<file path="src/rtl/fifo_arb_pkg.sv">
`default_nettype none
// +----------------------------------------------------------------------+
// | Package    : fifo_arb_pkg                                            |
// | Description: Shared types and default sizing for the FIFO write-port |
// |              arbiter (fifo_wr_arbiter, rr_pick).                     |
// | Revision   : 1.0  initial release                                    |
// +----------------------------------------------------------------------+
package fifo_arb_pkg;

  // Default sizing, matching the FIFO this arbiter normally sits in front of
  localparam int DEF_FIFO_WIDTH = 16;
  localparam int DEF_NUM_REQ    = 4;
  localparam int DEF_MAX_BURST  = 4;
  localparam int DEF_CNT_W      = 16;

  // Arbiter control state: waiting for a request, or streaming one owner
  typedef enum logic {
    IDLE  = 1'b0,
    BURST = 1'b1
  } arb_state_t;

  // Width of the per-burst beat counter; never narrower than one bit so a
  // MAX_BURST of 1 still yields a legal vector.
  function automatic int beat_cnt_bits(input int max_burst);
    return (max_burst > 1) ? $clog2(max_burst) : 1;
  endfunction

endpackage : fifo_arb_pkg
`default_nettype wire

</file>
<file path="src/rtl/fifo_wr_arbiter_rr_pick.sv">
`default_nettype none
// +----------------------------------------------------------------------+
// | Module     : rr_pick                                                 |
// | Description: Combinational round-robin search. Starting one past     |
// |              the last owner, returns the first set request bit,      |
// |              wrapping around the request vector.                     |
// | Revision   : 1.0  initial release                                    |
// +----------------------------------------------------------------------+
module rr_pick
  import fifo_arb_pkg::*;
#(
  parameter int NUM_REQ = DEF_NUM_REQ
) (
  input  logic [NUM_REQ-1:0]         req_i,
  input  logic [$clog2(NUM_REQ)-1:0] last_i,
  output logic                       any_o,
  output logic [$clog2(NUM_REQ)-1:0] idx_o
);

  localparam int IDX_W = $clog2(NUM_REQ);

  // Cyclic scan: offset 1 is highest priority, offset NUM_REQ (last itself)
  // is lowest, so a lone requester can still win back the grant.
  always_comb begin
    int               cand;
    logic [IDX_W-1:0] cand_idx;
    any_o    = 1'b0;
    idx_o    = last_i;
    cand     = 0;
    cand_idx = '0;
    for (int k = 1; k <= NUM_REQ; k++) begin
      cand = int'(last_i) + k;
      if (cand >= NUM_REQ) begin
        cand = cand - NUM_REQ;
      end
      cand_idx = IDX_W'(cand);
      if (!any_o && req_i[cand_idx]) begin
        any_o = 1'b1;
        idx_o = cand_idx;
      end
    end
  end

endmodule : rr_pick
`default_nettype wire

</file>
<file path="src/rtl/fifo_wr_arbiter.sv">
`default_nettype none
// +----------------------------------------------------------------------+
// | Module     : fifo_wr_arbiter                                         |
// | Description: Shares one FIFO write port between NUM_REQ producers.   |
// |              Round-robin grants with bursts capped at MAX_BURST      |
// |              words, full-aware write enable, and sticky checking of  |
// |              the FIFO's wr_ack / overflow responses.                 |
// | Revision   : 1.0  initial release                                    |
// +----------------------------------------------------------------------+
module fifo_wr_arbiter
  import fifo_arb_pkg::*;
#(
  parameter int FIFO_WIDTH = DEF_FIFO_WIDTH,
  parameter int NUM_REQ    = DEF_NUM_REQ,
  parameter int MAX_BURST  = DEF_MAX_BURST,
  parameter int CNT_W      = DEF_CNT_W
) (
  input  logic                          clk,
  input  logic                          rst_n,
  // producer side
  input  logic [NUM_REQ-1:0]            req,
  input  logic [NUM_REQ*FIFO_WIDTH-1:0] req_data,
  output logic [NUM_REQ-1:0]            ack,
  output logic [$clog2(NUM_REQ)-1:0]    owner_id,
  output logic                          busy,
  // FIFO write side
  output logic [FIFO_WIDTH-1:0]         fifo_data_in,
  output logic                          fifo_wr_en,
  input  logic                          fifo_full,
  input  logic                          fifo_wr_ack,
  input  logic                          fifo_overflow,
  // status
  input  logic                          err_clr,
  output logic [CNT_W-1:0]              words_written,
  output logic                          err_ack,
  output logic                          err_overflow
);

  localparam int                IDX_W       = $clog2(NUM_REQ);
  localparam int                BEAT_W      = beat_cnt_bits(MAX_BURST);
  localparam logic [BEAT_W-1:0] LAST_BEAT   = BEAT_W'(MAX_BURST - 1);
  localparam logic [IDX_W-1:0]  RESET_OWNER = IDX_W'(NUM_REQ - 1);

  arb_state_t        state_q, state_d;
  logic [IDX_W-1:0]  owner_q, owner_d;
  logic [BEAT_W-1:0] cnt_q,   cnt_d;
  logic              exp_q;
  logic [CNT_W-1:0]  words_q, words_d;
  logic              err_ack_q, err_ack_d;
  logic              err_ovf_q, err_ovf_d;

  logic                  pick_any;
  logic [IDX_W-1:0]      pick_idx;
  logic                  owner_req;
  logic [FIFO_WIDTH-1:0] req_word [NUM_REQ];

  // Split the flat producer data bus into one word per requester
  for (genvar g = 0; g < NUM_REQ; g++) begin : g_slice
    assign req_word[g] = req_data[g*FIFO_WIDTH +: FIFO_WIDTH];
  end

  // Next owner candidate, searched from the slot after the current owner
  rr_pick #(
    .NUM_REQ (NUM_REQ)
  ) u_rr_pick (
    .req_i  (req),
    .last_i (owner_q),
    .any_o  (pick_any),
    .idx_o  (pick_idx)
  );

  assign owner_req = req[owner_q];
  assign busy      = (state_q == BURST);
  assign owner_id  = owner_q;

  // Write only while bursting, the owner still offers a word, and the FIFO
  // has room; the FIFO side sees nothing at all outside a burst.
  assign fifo_wr_en   = busy & owner_req & ~fifo_full;
  assign fifo_data_in = busy ? req_word[owner_q] : '0;

  // Only the current owner is acknowledged, and only for a real write
  always_comb begin
    ack          = '0;
    ack[owner_q] = fifo_wr_en;
  end

  // Grant/burst sequencing: IDLE always costs one bubble cycle before the
  // first write so the new owner is registered before it drives the FIFO.
  always_comb begin
    state_d = state_q;
    owner_d = owner_q;
    cnt_d   = cnt_q;
    case (state_q)
      IDLE: begin
        if (pick_any) begin
          owner_d = pick_idx;
          cnt_d   = '0;
          state_d = BURST;
        end
      end
      BURST: begin
        if (!owner_req) begin
          state_d = IDLE;
        end else if (fifo_wr_en) begin
          if (cnt_q == LAST_BEAT) begin
            cnt_d   = '0;
            state_d = IDLE;
          end else begin
            cnt_d = cnt_q + 1'b1;
          end
        end
      end
      default: state_d = IDLE;
    endcase
  end

  // FIFO response checking: a registered wr_ack must track the previous
  // cycle's wr_en exactly. A fresh error outranks a simultaneous clear.
  always_comb begin
    err_ack_d = (err_ack_q & ~err_clr) | (exp_q ^ fifo_wr_ack);
    err_ovf_d = (err_ovf_q & ~err_clr) | fifo_overflow;
    words_d   = words_q + CNT_W'(fifo_wr_ack);
  end

  // Arbiter state; reset abandons any burst and returns priority to slot 0
  always_ff @(posedge clk or negedge rst_n) begin
    if (!rst_n) begin
      state_q <= IDLE;
      owner_q <= RESET_OWNER;
      cnt_q   <= '0;
    end else begin
      state_q <= state_d;
      owner_q <= owner_d;
      cnt_q   <= cnt_d;
    end
  end

  // Response tracking and sticky status flags
  always_ff @(posedge clk or negedge rst_n) begin
    if (!rst_n) begin
      exp_q     <= 1'b0;
      words_q   <= '0;
      err_ack_q <= 1'b0;
      err_ovf_q <= 1'b0;
    end else begin
      exp_q     <= fifo_wr_en;
      words_q   <= words_d;
      err_ack_q <= err_ack_d;
      err_ovf_q <= err_ovf_d;
    end
  end

  assign words_written = words_q;
  assign err_ack       = err_ack_q;
  assign err_overflow  = err_ovf_q;

endmodule : fifo_wr_arbiter
`default_nettype wire

</file>
<file path="config.mk">
export PLATFORM = sky130hd
export DESIGN_NAME = fifo_wr_arbiter
export DESIGN_NICKNAME = d
export VERILOG_FILES = /design/src/rtl/fifo_arb_pkg.sv /design/src/rtl/fifo_wr_arbiter_rr_pick.sv /design/src/rtl/fifo_wr_arbiter.sv
export SDC_FILE = /design/constraint.sdc
export NUM_CORES = 1
export LEC_CHECK = 0
export CAP_MARGIN = 20
export CORE_ASPECT_RATIO = 0.5
export CORE_MARGIN = 5
export CORE_UTILIZATION = 32
export CTS_CLUSTER_DIAMETER = 50
export DETAILED_ROUTE_END_ITERATION = 10
export PLACE_DENSITY = 0.79
export SYNTH_ARGS = -nofsm -noshare
export SYNTH_HDL_FRONTEND = slang
export SYNTH_HIERARCHICAL = 1
export SYNTH_SLANG_ARGS = --single-unit
</file>
<file path="constraint.sdc">
create_clock -name clk -period 1.7 [get_ports clk]
set_input_delay 0.34 -clock clk [delete_from_list [all_inputs] [get_ports clk]]
set_output_delay 0.34 -clock clk [all_outputs]
set_load 0.02 [all_outputs]
</file>
==> metrics <==
DR vias=1962; final worst slack=-0.557 ns; met2 routed WL=~4000 um; Longest Clk Path Bufs=2; initial antenna violation count=0; Synth cell types=35; Yosys top cell by area=dfrtp_1; worst hold path class=input pin to asynchronous set/reset pin; most frequent cells in the layout=clkdlybuf4s50_1, buf_6, buf_4; Starting Density=around 34%; Chip Width=113 um; async set-reset flop share out of synthesis=between 90% and 100%; max layer used=met4; GRT Total Usage=17.4%; final core occ=between 70% and 80%; Die Y=61.4 um; status=finished, violations left; Slew @ Worst Pin=around 0.39 ns; die area=6920 um2; RD Place Congestion=about 0.76; Layout Area Growth over Synthesis=116%; CTS tree=done; most common cell after layout, fill and taps aside=clkdlybuf4s50_1; Seq/Total Area, Yosys=35.7%; Hold Violations, Final=0; final worst-path cycle share=133%; Setup-failing EPs final=27; I/O pin cnt=116; CP Max Fanout=6; Fin Hold WS=0.426 ns; clk sinks=24; PD cells=between 1500 and 2000 nW/um2; vias per std cell=about 5; largest net degree at the start of global routing=25; Post-Place Setup Slack=-0.620 ns; cts hold-fix bufs=0; WL/cell=approximately 20 um; Gate Count Post-Synth=153; clk slew on worst S/H paths=0.10 ns; Yosys warning total=6; Iter 0 DRT Violations=slightly below 100; Worst-Skew Late Latency=0.27 ns; Cell Area, Synth=1690 um2; vias in the first global route=2086; Static Leak=1.64 nW; Yosys top cell area share=32.6%; Core Area=roughly 5000 um2; share of cells above drive strength 1=42.2%; WP data arrival=1.92 ns; fin. max-slew vios=0; drt pass-1 iters=4; clock skew=0.0132 ns; CTS buffer count=3; routed length on met1=roughly 2600 um; syn nets=230; CP endpoint kind=output pin; antenna cells=0; DRC=0; synthesized area per cell=11.0 um2; Final ANT Viol Nets=0; crit path launch type=flip-flop; failing checks=negative setup slack; Setup CP Type=flip-flop to output pin; fmax=443 MHz; Post-Route WL=7540 um; Data required, critical path=1.36 ns; first-pass GRT wire length=between 9000 and 10000 um; prevailing post-synth register cell=dfrtp_1; # H-tree levels=1; # Max-Cap Violations=0; synthesized flop and latch total=24; GRT overflow=0; Max IR drop VDD=1.14 mV; root buffer cell=clkbuf_8; Tmin final=2.26 ns; Cell Rows=18; Post-synth EDFFs=0; RSZ-0062 raised after global routing=true; Area contributors post-synth=dfrtp_1, mux4_2, and2_1; Layout Nets=391; Port Buffer Count=115; Final HPWL DP=approximately 4600 um; Post-Place Cells=approximately 360; Setup Total Neg Slack=-10.50 ns; Worst slew margin=73.5%; met3 wire length=638 um; final cell count without fillers=approximately 380
==> report_power, final <==
group / switching, W / internal (W) / total, W
Clock: 0.000194 / 0.000315 / 0.000508
Combinational: 0.00187 / 0.00251 / 0.00438
Sequential: 0.000176 / 0.000744 / 0.000919
Total: 0.00224 / 0.00357 / 0.00581
==> flip-flops by register name (all words and copies together) (netlist names) <==
name	count
cnt_q	2
err_overflow	1
owner_id	2
busy	1
words_written	16
err_ack	1
exp_q	1
==> routing by layer <==
metal | vias to the layer above | GRT usage (%)
li1 | 873 | -
met1 | 958 | 17.7
met2 | 109 | 35.4
met3 | 22 | 4.61
met4 | 0 | 6.51
met5 | - | 0
==> stage by stage <==
stage | area (um2) | power (W)
final | 3650 | 0.00581
after floorplan | 1780 | 0.00287
after global placement | 3160 | 0.00404
after CTS | 3440 | 0.00518
after detailed placement | 3160 | 0.00413
after global routing | 3650 | 0.00607
==> worst max-delay path, stage by stage (launching register included) <==
cell and delay [ns]:
dfstp_2 0.59, buf_12 0.12, buf_12 0.12, mux4_2 0.50, and2_4 0.17, buf_6 0.12
==> final timing paths <==
check	start	depth (start not counted)	slack, ns	endpoint
worst max-delay path	owner_id[0]$_DFFE_PN1P_	5	-0.56	fifo_data_in[13]
worst min-delay path	rst_n	2	0.43	words_written[9]$_DFF_PN0_
worst max register to register	owner_id[1]$_DFFE_PN1P_	9	-0.18	owner_id[0]$_DFFE_PN1P_
worst min register to register	words_written[15]$_DFF_PN0_	1	0.47	words_written[15]$_DFF_PN0_
max in group asynchronous	rst_n	2	0.98	owner_id[1]$_DFFE_PN1P_
min in group clk	words_written[15]$_DFF_PN0_	1	0.47	words_written[15]$_DFF_PN0_
==> cells by family (layout without fill, tap and decap cells) <==
| logic type | count (synthesis) | after routing | share of synthesized area [%] |
|---|---|---|---|
| adder cells (fa/ha/maj) | 3 | 3 | 2.22 |
| AO/OA/AOI/OAI | 14 | 14 | 5.55 |
| AND/OR/NAND/NOR | 63 | 63 | 19.4 |
| XOR/XNOR | 15 | 15 | 7.77 |
| buffers and inverters | 14 | 174 | 5.11 |
| multiplexers | 20 | 20 | 24.3 |
| flip-flops | 24 | 24 | 35.7 |
==> cells in the mapped netlist, types with 2 or more instances <==
cell type and instances:
a21o_1 2, a21oi_1 2, and2_1 16, buf_2 2
buf_6 2, clkbuf_1 3, dfrtp_1 22, dfstp_2 2
ha_1 3, inv_1 6, mux2_2 2, mux2i_1 2
mux4_1 2, mux4_2 14, nand2_1 14, nand2b_1 3
nand3_1 8, nand4_1 3, nor2_1 9, nor2b_1 2
nor3_1 4, o211ai_1 2, o21ai_0 3, xnor2_1 10
xor2_1 5
==> area by class of cell <==
| cell class | count | area (um2) |
|---|---|---|
| multi-input combinational | 115 | 1170 |
| timing repair buffer | 164 | 1690 |
| tap | 70 | 87.6 |
| inverter | 6 | 27.5 |
| fill | 314 | 1370 |
| clock inverter | 1 | 30.0 |
| sequential | 24 | 603 |
| clock buffer | 3 | 41.3 |
==> repair_timing <==
item,4_1_cts,5_1_grt
pin swaps,6,13
setup endpoints to repair,31,33
gates resized for setup,157,41
gates cloned,1,1
buffers inserted,12,12
Note: power is estimated with default switching activity, not from simulation.
